===== config.mk =====
export PLATFORM = sky130hd
export DESIGN_NAME = draw_phase_timer_bank_flat
export DESIGN_NICKNAME = d
export VERILOG_FILES = /design/src/rtl/draw_phase_timer_bank_if.sv /design/src/rtl/draw_phase_timer_bank.sv /design/src/flat_wrapper.sv
export SDC_FILE = /design/constraint.sdc
export NUM_CORES = 1
export LEC_CHECK = 0
export CORE_MARGIN = 1
export CORE_UTILIZATION = 35
export DETAILED_ROUTE_END_ITERATION = 16
export SYNTH_ARGS = -nofsm -noshare
export SYNTH_HDL_FRONTEND = slang
export SYNTH_SLANG_ARGS = --single-unit

===== constraint.sdc =====
create_clock -name clk -period 6.9 [get_ports clk]
set_input_delay 1.38 -clock clk [delete_from_list [all_inputs] [get_ports clk]]
set_output_delay 1.38 -clock clk [all_outputs]
set_load 0.05 [all_outputs]

===== src/rtl/draw_phase_timer_bank_if.sv =====
// Request/length/control bundle between the draw FSM and the phase timer bank.
// The master side issues requests and length writes; the slave side reports status.
interface draw_phase_timer_bank_if #(
    parameter int NUM_CH = 10,
    parameter int CNT_W  = 26,
    parameter int CH_W   = 4
);
    logic [NUM_CH-1:0] start;
    logic              len_wr_en;
    logic [CH_W-1:0]   len_wr_ch;
    logic [CNT_W-1:0]  len_wr_data;
    logic              hold;
    logic              abort;
    logic [NUM_CH-1:0] draw_en;
    logic [NUM_CH-1:0] done;
    logic [NUM_CH-1:0] pending;
    logic              busy;
    logic [CH_W-1:0]   active_ch;
    logic [CNT_W-1:0]  count;

    modport master (
        output start, len_wr_en, len_wr_ch, len_wr_data, hold, abort,
        input  draw_en, done, pending, busy, active_ch, count
    );

    modport slave (
        input  start, len_wr_en, len_wr_ch, len_wr_data, hold, abort,
        output draw_en, done, pending, busy, active_ch, count
    );
endinterface


===== src/rtl/draw_phase_timer_bank.sv =====
// Bank of draw-phase countdown timers: one phase runs at a time, lowest
// requesting channel first, with runtime lengths, hold and abort.
module draw_phase_timer_bank #(
    parameter int NUM_CH = 10,
    parameter int CNT_W  = 26,
    parameter int CH_W   = 4,
    parameter logic [CNT_W-1:0] DEFAULT_LEN = 'h00FFFF
) (
    input logic clk,
    input logic reset,
    draw_phase_timer_bank_if.slave bus
);
    typedef enum logic [1:0] {IDLE, RUN, DONE} state_t;

    state_t            state;
    logic [CNT_W-1:0]  len [NUM_CH];
    logic [NUM_CH-1:0] pending_q;
    logic [NUM_CH-1:0] draw_en_q;
    logic [NUM_CH-1:0] done_q;
    logic              busy_q;
    logic [CH_W-1:0]   active_q;
    logic [CNT_W-1:0]  count_q;

    logic [NUM_CH-1:0] req;
    logic [NUM_CH-1:0] grant_mask;
    logic [CH_W-1:0]   grant_ch;
    logic              grant_hit;

    assign req = pending_q | bus.start;

    // Scan high to low so the lowest set index wins.
    always_comb begin
        grant_mask = '0;
        grant_ch   = '0;
        grant_hit  = 1'b0;
        for (int i = NUM_CH - 1; i >= 0; i--) begin
            if (req[i]) begin
                grant_mask    = '0;
                grant_mask[i] = 1'b1;
                grant_ch      = CH_W'(i);
                grant_hit     = 1'b1;
            end
        end
    end

    // A write on the grant edge lands after the grant reads the old length.
    always_ff @(posedge clk) begin
        if (reset) begin
            for (int i = 0; i < NUM_CH; i++) begin
                len[i] <= DEFAULT_LEN;
            end
        end else if (bus.len_wr_en && (32'(bus.len_wr_ch) < NUM_CH)) begin
            len[bus.len_wr_ch] <= bus.len_wr_data;
        end
    end

    always_ff @(posedge clk) begin
        if (reset) begin
            state     <= IDLE;
            pending_q <= '0;
            draw_en_q <= '0;
            done_q    <= '0;
            busy_q    <= 1'b0;
            active_q  <= '0;
            count_q   <= '0;
        end else begin
            done_q    <= '0;
            pending_q <= req;
            unique case (state)
                IDLE: begin
                    if (grant_hit) begin
                        state     <= RUN;
                        active_q  <= grant_ch;
                        count_q   <= len[grant_ch];
                        pending_q <= req & ~grant_mask;
                        draw_en_q <= grant_mask;
                        busy_q    <= 1'b1;
                    end
                end
                RUN: begin
                    if (bus.abort) begin
                        state     <= IDLE;
                        draw_en_q <= '0;
                        busy_q    <= 1'b0;
                    end else if (bus.hold) begin
                        count_q <= count_q;
                    end else if (count_q == '0) begin
                        state     <= DONE;
                        draw_en_q <= '0;
                        done_q    <= draw_en_q;
                    end else begin
                        count_q <= count_q - 1'b1;
                    end
                end
                DONE: begin
                    state  <= IDLE;
                    busy_q <= 1'b0;
                end
                default: begin
                    state     <= IDLE;
                    draw_en_q <= '0;
                    busy_q    <= 1'b0;
                end
            endcase
        end
    end

    assign bus.draw_en   = draw_en_q;
    assign bus.done      = done_q;
    assign bus.pending   = pending_q;
    assign bus.busy      = busy_q;
    assign bus.active_ch = active_q;
    assign bus.count     = count_q;
endmodule


===== src/flat_wrapper.sv =====
// flat-port wrapper written by rule: the top's interface ports become plain ports
module draw_phase_timer_bank_flat 
#(
    parameter int NUM_CH = 10,
    parameter int CNT_W  = 26,
    parameter int CH_W   = 4,
    parameter logic [CNT_W-1:0] DEFAULT_LEN = 'h00FFFF
)
  (clk, reset, bus_start, bus_len_wr_en, bus_len_wr_ch, bus_len_wr_data, bus_hold, bus_abort, bus_draw_en, bus_done, bus_pending, bus_busy, bus_active_ch, bus_count);
  draw_phase_timer_bank_if #(.NUM_CH(NUM_CH), .CNT_W(CNT_W), .CH_W(CH_W)) bus_i ();
  input logic clk;
  input logic reset;
  input wire logic [$bits(bus_i.start)-1:0] bus_start;
  input wire logic [$bits(bus_i.len_wr_en)-1:0] bus_len_wr_en;
  input wire logic [$bits(bus_i.len_wr_ch)-1:0] bus_len_wr_ch;
  input wire logic [$bits(bus_i.len_wr_data)-1:0] bus_len_wr_data;
  input wire logic [$bits(bus_i.hold)-1:0] bus_hold;
  input wire logic [$bits(bus_i.abort)-1:0] bus_abort;
  output wire logic [$bits(bus_i.draw_en)-1:0] bus_draw_en;
  output wire logic [$bits(bus_i.done)-1:0] bus_done;
  output wire logic [$bits(bus_i.pending)-1:0] bus_pending;
  output wire logic [$bits(bus_i.busy)-1:0] bus_busy;
  output wire logic [$bits(bus_i.active_ch)-1:0] bus_active_ch;
  output wire logic [$bits(bus_i.count)-1:0] bus_count;
  assign bus_i.start = bus_start;
  assign bus_i.len_wr_en = bus_len_wr_en;
  assign bus_i.len_wr_ch = bus_len_wr_ch;
  assign bus_i.len_wr_data = bus_len_wr_data;
  assign bus_i.hold = bus_hold;
  assign bus_i.abort = bus_abort;
  assign bus_draw_en = bus_i.draw_en;
  assign bus_done = bus_i.done;
  assign bus_pending = bus_i.pending;
  assign bus_busy = bus_i.busy;
  assign bus_active_ch = bus_i.active_ch;
  assign bus_count = bus_i.count;
  draw_phase_timer_bank #(.NUM_CH(NUM_CH), .CNT_W(CNT_W), .CH_W(CH_W), .DEFAULT_LEN(DEFAULT_LEN)) u_core (.clk(clk), .reset(reset), .bus(bus_i));
endmodule

==> key figures <==
Drt
  – DRT Wirelength: 45.8 mm
  – Post-route ant nets: 0
  – Wire length per cell: between 20 and 25 µm
  – First-pass DRT Iterations: 5
  – Via-to-Cell Ratio: 5.54
  – Drt initial violations: ~1.3k
  – Vias post-DR: 11.2k
  – DRC Markers: 0

Placement
  – I/O Buffers: 105
  – Number of instances in the placed design: 1964
  – Area after DPL: 0.0160 mm²
  – HPWL Detailed: around 29 mm
  – GP Congestion: 0.874

Final layout
  – Final instance area: 0.0171 mm²
  – Share of cells above drive strength 1: 0.0719
  – Post-layout util: 0.426
  – Final #Nets: between 1.5k and 2k
  – Final cell count without fillers: 2028
  – Area Overhead vs Synth: 19.2%
  – # diodes: 0

Yosys
  – Adder-Cell Fraction of Synth Area: 0.000873
  – Count leader, synth: nand2_1
  – Top cells by area, synth: edfxtp_1, nand2_1, dfxtp_1, nor2_1, mux2i_1
  – Dominant synthesized flop cell: edfxtp_1
  – XOR/XNOR share of the synthesized area: 0
  – Mux contribution to synthesized area: 0.0291
  – Post-Synth Simple-Gate Area: 0.221
  – Share of the synthesized area in the top cell type: 0.544
  – Syn_nets: 1424
  – YS warnings: 0
  – Library cells used by synthesis: 71
  – Largest family of logic cells by synthesized area: simple AND/OR/NAND/NOR gates
  – Mapped Cells: 1378
  – Area of the mapped netlist: around 0.014 mm²
  – Seq cells post-synth: 323
  – Synth Area in Compound Gates: 0.0885
  – Post-synth EDFFs: between 200 and 300
  – Register area share after synthesis: 0.632
  – Mean post-synth cell area: 10.4 µm²
  – Biggest area consumer among synthesized cells: edfxtp_1
  – Commonest cells post-synth: nand2_1, edfxtp_1, nor2_1
  – Synth async-reset ratio: 0

Power
  – Pwr/cell area: 278 mW/mm²
  – Max rail drop VDD: 0.148 mV
  – Leak: between 5 and 6 nW

Clock tree
  – CTS tree: yes
  – Clk slew on worst S/H paths: around 0.060 ns
  – Cts hold-fix bufs: 0
  – Sink Count: 323
  – Worst skew pair latency: approximately 0.52 ns
  – H-tree Lvls: 2
  – Number of setup buffers added after CTS: 0
  – Cells resized by post-CTS repair: 0
  – CTS Root Cell: clkbuf_16
  – CTS Buf Count: 36
  – Clock buffer depth: 3

STA
  – Count of final hold-check violations: 0
  – RSZ-0062 raised after global routing: no
  – Final Skew: 0.0107 ns
  – Worst Tran Pin Value: 1.16 ns
  – Max Clock Freq: 236 MHz
  – Final setup violation count: 0
  – Setup TNS: 0 ns
  – Final period util: 0.615
  – Fin crit period: between 4 and 5 ns
  – Worst rel slew slack: 0.226
  – Slew Limit Fails: 0
  – Hold slack final: 0.458 ns

Global route
  – Initial antenna violation count: 1
  – GR met1 Demand/Resource: 0.293
  – Global-route wire length before repair: 67.7 mm
  – Met2 usage in global routing: 0.352
  – Total GRT Usage: 0.219
  – Vias in the first global route: 10.8k
  – Top Usage Layer GRT: met2
  – Total grt overflow: 0
  – M3 GR Usage: 0.0418
  – Largest net degree at the start of global routing: 68

Hold path
  – Hold Path Class: reg -> reg

Setup path
  – Crit start category: input pin
  – WS Path Type: in -> reg
  – Critical path capture point type: flop
  – Critical Path AT: 4.43 ns
  – Peak fanout along the critical path: 14
  – Critical path required time: approximately 7.1 ns

Die
  – Die Footprint: 0.0418 mm²
  – Die Width: 204 µm
  – Die Ht: 204 µm
  – Core area: 0.0401 mm²
  – Initial Utilization: 0.358
  – Core Rows: 73
  – IO Count: roughly 110

Outcome
  – Outcome: complete, no violations

Flow run
  – Maxcap violations: 0
==> cells in the final DEF (no fill, tap or decap), drive strengths merged, types with 4 or more instances in the layout <==
master and count:
clkinv 4, dfxtp 63, a21oi 61, a31oi 23
clkbuf 56, a32oi 15, nand4 9, a211oi 10
clkdlybuf4s50 104, or3 4, nand2b 12, edfxtp 260
and2 16, o221ai 6, inv 30, mux2i 36
a311oi 7, nand3 61, nor4 19, nor2 171
nor3 30, o22ai 7, or2 6, buf 30
nand2 381, a311o 4, o21ai 27
==> per-stage QoR <==
step	setup slack (ns)	power, mW
2_1_floorplan	3.31	2.70
3_3_place_gp	2.21	2.94
3_5_place_dp	2.15	2.95
4_1_cts	2.68	4.76
5_1_grt	2.44	4.90
6_report	2.66	4.75
==> path summary, 6_finish.rpt <==
kind / start / endpoint / slack, ns / depth (start not counted)
max reg2reg: u_core.bus.count[0] / u_core.bus.count[4] / 3.34 / 10
min reg2reg: u_core.bus.active_ch[2] / u_core.bus.active_ch[2] / 0.46 / 2
max: bus_len_wr_ch[2] / u_core.len[3][14] / 2.66 / 7
min: u_core.bus.active_ch[2] / u_core.bus.active_ch[2] / 0.46 / 2
==> where the power goes <==
group          switching, mW  total, mW  internal, mW
combinational          0.428      0.622         0.194
sequential            0.0793       2.30          2.22
clock                  0.757       1.84          1.08
total                   1.26       4.75          3.49
==> cells by family (layout without fill, tap and decap cells) <==
group                    Yosys count  count (layout)
AO/OA/AOI/OAI                    190             190
adder cells (fa/ha/maj)            1               1
multiplexers                      39              39
flip-flops                       323             323
buffers and inverters            102             227
AND/OR/NAND/NOR                  723             723
==> critical path, stage by stage <==
cell and delay, ns:
clkdlybuf4s50_1 0.61, o21ai_0 0.29, and3b_1 0.54, nand4_1 0.17
buf_4 0.24, nand2b_1 0.73, buf_4 0.47
==> flip-flops by register name, summed over array words and instances, names as in the netlist <==
name                  flops
u_core.bus.active_ch      4
u_core.bus.busy           1
u_core.bus.count         26
u_core.bus.done          10
u_core.bus.draw_en       10
u_core.bus.pending       10
u_core.len              260
u_core.state              2
==> per-layer routing <==
metal  up-vias  wire [µm]  share of wire
li1       5099          -              -
met1      5458      19000           0.41
met2       582      21100           0.46
met3        92       4310          0.094
met4         2       1400          0.030
met5         -          9        0.00020
==> layout make-up <==
type | count | area [µm²]
clock inverter | 8 | 91.3
multi-input combinational | 953 | 4900
clock buffer | 56 | 1010
inverter | 29 | 109
fill | 3805 | 23000
tap | 525 | 657
sequential | 323 | 9070
timing repair buffer | 134 | 1260
No activity file was read; power rests on OpenSTA's default activity.
